===== src/rtl/inv_check_pkg.sv =====
// Shared types and the shift/compare predicate for the invertibility checker.
package inv_check_pkg;

    localparam int W_MAX = 8;

    typedef enum logic [1:0] {
        IDLE   = 2'd0,
        EVAL   = 2'd1,
        SEARCH = 2'd2,
        DONE   = 2'd3
    } state_e;

    // P(x,s,t) = ((s >= w) ? 0 : x >>u s) >s t, evaluated at width w.
    // Operands arrive zero-extended to W_MAX. The signed compare is done as an
    // unsigned compare after flipping bit w-1 of both sides.
    function automatic logic lshr_sgt(input logic [W_MAX-1:0] x,
                                      input logic [W_MAX-1:0] s,
                                      input logic [W_MAX-1:0] t,
                                      input int               w);
        logic [W_MAX-1:0] one;
        logic [W_MAX-1:0] msk;
        logic [W_MAX-1:0] sgn;
        logic [W_MAX-1:0] sh;
        one = {{(W_MAX-1){1'b0}}, 1'b1};
        if (w >= W_MAX) begin
            msk = {W_MAX{1'b1}};
        end else begin
            msk = (one << w) - one;
        end
        sgn = one << (w - 1);
        if (s >= W_MAX'(w)) begin
            sh = {W_MAX{1'b0}};
        end else begin
            sh = (x >> s) & msk;
        end
        return ((sh ^ sgn) & msk) > ((t ^ sgn) & msk);
    endfunction

endpackage


===== src/rtl/inv_cond_eval.sv =====
// Combinational evaluation of the predicate P(x,s,t) at width W.
module inv_cond_eval
    import inv_check_pkg::*;
#(
    parameter int W = 4
) (
    input  logic [W-1:0] x_i,
    input  logic [W-1:0] s_i,
    input  logic [W-1:0] t_i,
    output logic         p_o
);

    assign p_o = lshr_sgt(W_MAX'(x_i), W_MAX'(s_i), W_MAX'(t_i), W);

endmodule


===== config.mk =====
export PLATFORM = sky130hd
export DESIGN_NAME = inv_cond_eval
export DESIGN_NICKNAME = d
export VERILOG_FILES = /design/src/rtl/inv_check_pkg.sv /design/src/rtl/inv_cond_eval.sv
export SDC_FILE = /design/constraint.sdc
export NUM_CORES = 1
export LEC_CHECK = 0
export BUFFER_PORTS_ARGS = -buffer_cell sky130_fd_sc_hd__buf_4
export CAP_MARGIN = 20
export CORE_AREA = 2 2 39 41
export DETAILED_ROUTE_END_ITERATION = 8
export DIE_AREA = 0 0 41 43
export PLACE_DENSITY = 0.46
export SYNTH_ARGS = -nofsm -noshare
export SYNTH_HDL_FRONTEND = slang
export SYNTH_SLANG_ARGS = --single-unit

===== constraint.sdc =====
create_clock -name vclk -period 3.89
set_input_delay 0.778 -clock vclk [all_inputs]
set_output_delay 0.778 -clock vclk [all_outputs]
set_load 0.02 [all_outputs]

[Word level (Yosys, flattened, before mapping)]
Cells that the tools add are included.
Word-level totals
  register bits after elaboration: 0
  logic and storage cells: 6
  output and inout bits: 1
  input port bits: 12
Operators by class
  multiplexer cells: 1
  shift operators: 1
  $lt $le $gt $ge: 2
  bitwise operators: 2
Operators by type and width (count)
  greater-or-equal comparator 4 x 3 -> 1 bit (second input constant): 1
  greater-than comparator 4 bit: 1
  2-to-1 mux 4 bit: 1
  right shift 4 x 4 -> 4 bit: 1
  inverter 1 bit: 2

[Longest topological paths before layout]
  word-level depth: 4
  gate-level depth with buffers: 7
  gate-level depth less buffers: 7

[Worst setup path after synthesis]
OpenSTA, ideal clock, no wires.
  path type: in2out
  start: in s_i[0]
  end: out p_o
  path buffers: 0
  path slack: 1154 ps
  cell stages on the path: 7
  arrival time: 1958 ps
  data required time: 3112 ps
  cells stage by stage: mux2i_1 o21ai_1 and2_1 ha_1 nor2b_1 o21ai_0 a21oi_1
On the way
  cells in the longest elaborated chain, start to end: 4
  elaborated cells on any way between the ends: 5
  those cells by class: order compare: 2; shift: 1; mux: 1; bitwise: 1
Ends and longest elaborated chain
  start, declared: line inv_cond_eval.sv:8  | input logic [W-1:0] s_i,
  greater-or-equal comparator 4 x 3 -> 1 bit or right shift 4 x 4 -> 4 bit (tied branches): line inv_check_pkg.sv:31, inv_check_pkg.sv:34
  2-to-1 mux 4 bit (*): line inv_check_pkg.sv:31  | if (s >= W_MAX'(w)) begin
  inverter 1 bit (no line)
  greater-than comparator 4 bit (*): line inv_check_pkg.sv:36  | return ((sh ^ sgn) & msk) > ((t ^ sgn) & msk);
  end, declared: line inv_cond_eval.sv:10  | output logic p_o
Every way passes the cells marked *; elsewhere a longest branch is shown, timed or not.

[Worst setup path in the final report]
Ends and elaborated chain as after synthesis.

==> metrics.md <==
| Metric | Value |
|---|---|
| Status | `completed` |
| First-pass GRT wire length | `614 um` |
| Ys Warns | `0` |
| Worst Path Arrival | `around 2100 ps` |
| Worst path slowest cell | `ha_1` |
| P&R area growth vs syn | `66.2%` |
| CORE AREA | `between 1000 and 1500 sq um` |
| Ant. Diodes | `0` |
| Maximum clock frequency | `348 MHz` |
| Hold Path Class | `primary input to output port` |
| Clk pwr share | `0%` |
| Final Wtd Congestion | `~0.64` |
| WHS Path Cells | `6` |
| Final hold violations | `0` |
| CP peak stage delay | `between 200 and 300 ps` |
| Crit-path cells | `buf_4 -> mux2i_1 -> o21ai_1 -> and2_1 -> ha_1 -> nor2b_1 -> o21ai_0 -> a21oi_1 -> buf_4` |
| Crit path launch | `s_i[0]` |
| Final min period | `around 2900 ps` |
| Antenna violations before repair | `0` |
| Finished Core Util | `a little over a fifth` |
| NetSw | `about 0.012 mW` |
| Max FO, Critical Path | `5` |
| Fin nets | `between 50 and 60` |
| Vias in the first global route | `172` |
| Final WL | `401 um` |
| Seq/Total Area, Yosys | `0%` |
| Routed vias/inst | `about 3.7` |
| Max-Cap Viols | `0` |
| Peak supply drop | `a little under 20 uV` |
| Int Power | `between 0.015 and 0.02 mW` |
| Drt pass-1 iters | `2` |
| Register area | `0 sq um` |
| GRT overflow | `0` |
| Syn Inst Count | `24` |
| Dpl hpwl | `~380 um` |
| Setup TNS | `0 ps` |
| CP endpoint kind | `output port` |
| Total number of vias | `roughly 200` |
| Starting density of the core | `12.8%` |
| Hold Crit Start | `t_i[0]` |
| Relative slew slack | `approximately 84%` |
| Most common cell after layout, fill and taps aside | `buf_4` |
| Lkg Pwr | `0.145 nW` |
| Syn Std Cell Area | `~180 sq um` |
| Final Cycle Share | `between 70% and 80%` |
| Crit path kind | `primary input to output port` |
| Total Power | `about 0.028 mW` |
| DR DRC count | `0` |
| Total GRT Usage | `under 10%` |
| Hold Path Sink | `p_o` |
| CP Launch Type | `primary input` |
| Final number of setup-violating endpoints | `0` |
| Final-layout clock buffer total | `0` |
| Pwr/cell area | `slightly above 90 nW/um^2` |
| Fraction of layout cells with a size suffix above 1 | `between 40 and 50%` |
| Die Ht | `43 um` |
| Mapped Avg Cell Area | `~7.4 sq um` |
| Post-route ant nets | `0` |
| RSZ-0062 raised after global routing | `no` |
| Seq pwr share | `0%` |
| Power share of the combinational group | `100.0%` |
| Largest net degree at the start of global routing | `6` |
| Worst slack, placed | `approximately 1000 ps` |
| IO Count | `13` |
| PostCTS Resize Cnt | `0` |
| Final Worst Setup Slack | `approximately 1000 ps` |
| Die width | `a little over 40 um` |
| Distinct cell type count after synthesis | `15` |
| Hold buffer count at cts | `0` |
| Worst slew pin tran | `234 ps` |
| Pins Over Slew Limit | `0` |
| Core Rows | `14` |
| Post-CTS setup buffer count | `0` |
| Die ar. | `between 1500 and 2000 sq um` |
| Syn nets | `40` |
| PortBufs | `13` |
| Detailed Route Iter0 Violations | `2` |
| Crit path required time | `3110 ps` |
| Sw frac | `41.9%` |
| Fin Hold WS | `2090 ps` |
| Seq_cells | `0` |
| Most frequent cells in the layout | `buf_4 (13), ha_1 (4)` |
| Avg WL per Cell | `~7.6 um` |
| Crit-path most repeated cell | `buf_4` |
## cell type report
| cell class | instances | area (sq um) |
|---|---|---|
| repair buffers | 13 | 97.6 |
| well taps | 16 | 20.0 |
| multi-input cells | 22 | 170 |
| inverters | 2 | 7.51 |
| fillers | 156 | 1090 |
## cell usage after synthesis
cell type	count	share of area, %
nor2b_1	2	7.0
nand3b_1	2	8.4
o211ai_2	1	7.0
nor3_1	1	2.8
mux2i_1	2	11
o21ai_1	1	2.8
and2_1	1	3.5
nand2_1	1	2.1
nand4_1	1	3.5
o21ai_0	2	5.6
nor2_1	2	4.2
mux2_2	1	6.3
ha_1	4	28
inv_1	2	4.2
a21oi_1	1	2.8
## worst max-delay path by stage
stage / endpoint / slack, ps / cells past startpoint
floorplan: p_o / 1150 / 7
global placement: p_o / 1010 / 9
detailed placement: p_o / 990 / 9
CTS: p_o / 1000 / 9
global route: p_o / 880 / 9
finish: p_o / 1020 / 9
## critical path: cells and delay by family
kind | cells | cell delay, ps
and+or+nand+nor | 2 | 290
adders and majority gates | 1 | 280
buffers and inverters | 2 | 270
muxes | 1 | 170
AOI/OAI and AO/OA | 3 | 310
## cell families (layout without fill, tap and decap cells)
logic type,after synthesis,after routing,synth area share [%]
simple gates,10,10,31.7
compound gates,5,5,18.3
fa+ha+maj,4,4,28.2
mux,3,3,17.6
buf+inv,2,15,4.23
## per-layer routing
layer | part of all wire [%] | routed length [um] | GRT usage [%]
met1 | 49 | 196 | 7.91
met2 | 42 | 170 | 6.56
met3 | 8.5 | 34 | 0
met4 | 0 | 0 | 0
met5 | 0 | 0 | 0
## per-stage QoR
stage | cells | instance area, sq um
6_report | 53 | 295
4_1_cts | 53 | 295
2_1_floorplan | 24 | 178
3_3_place_gp | 53 | 295
5_1_grt | 53 | 295
3_5_place_dp | 53 | 295
## power by group through the flow
stage / Combinational (mW) / Clock [mW] / Sequential, mW
after floorplan: 0.0128 / 0 / 0
after global placement: 0.0277 / 0 / 0
after detailed placement: 0.0277 / 0 / 0
after CTS: 0.0279 / 0 / 0
after global routing: 0.0307 / 0 / 0
final: 0.0276 / 0 / 0
(Power assumes the default switching activity.)
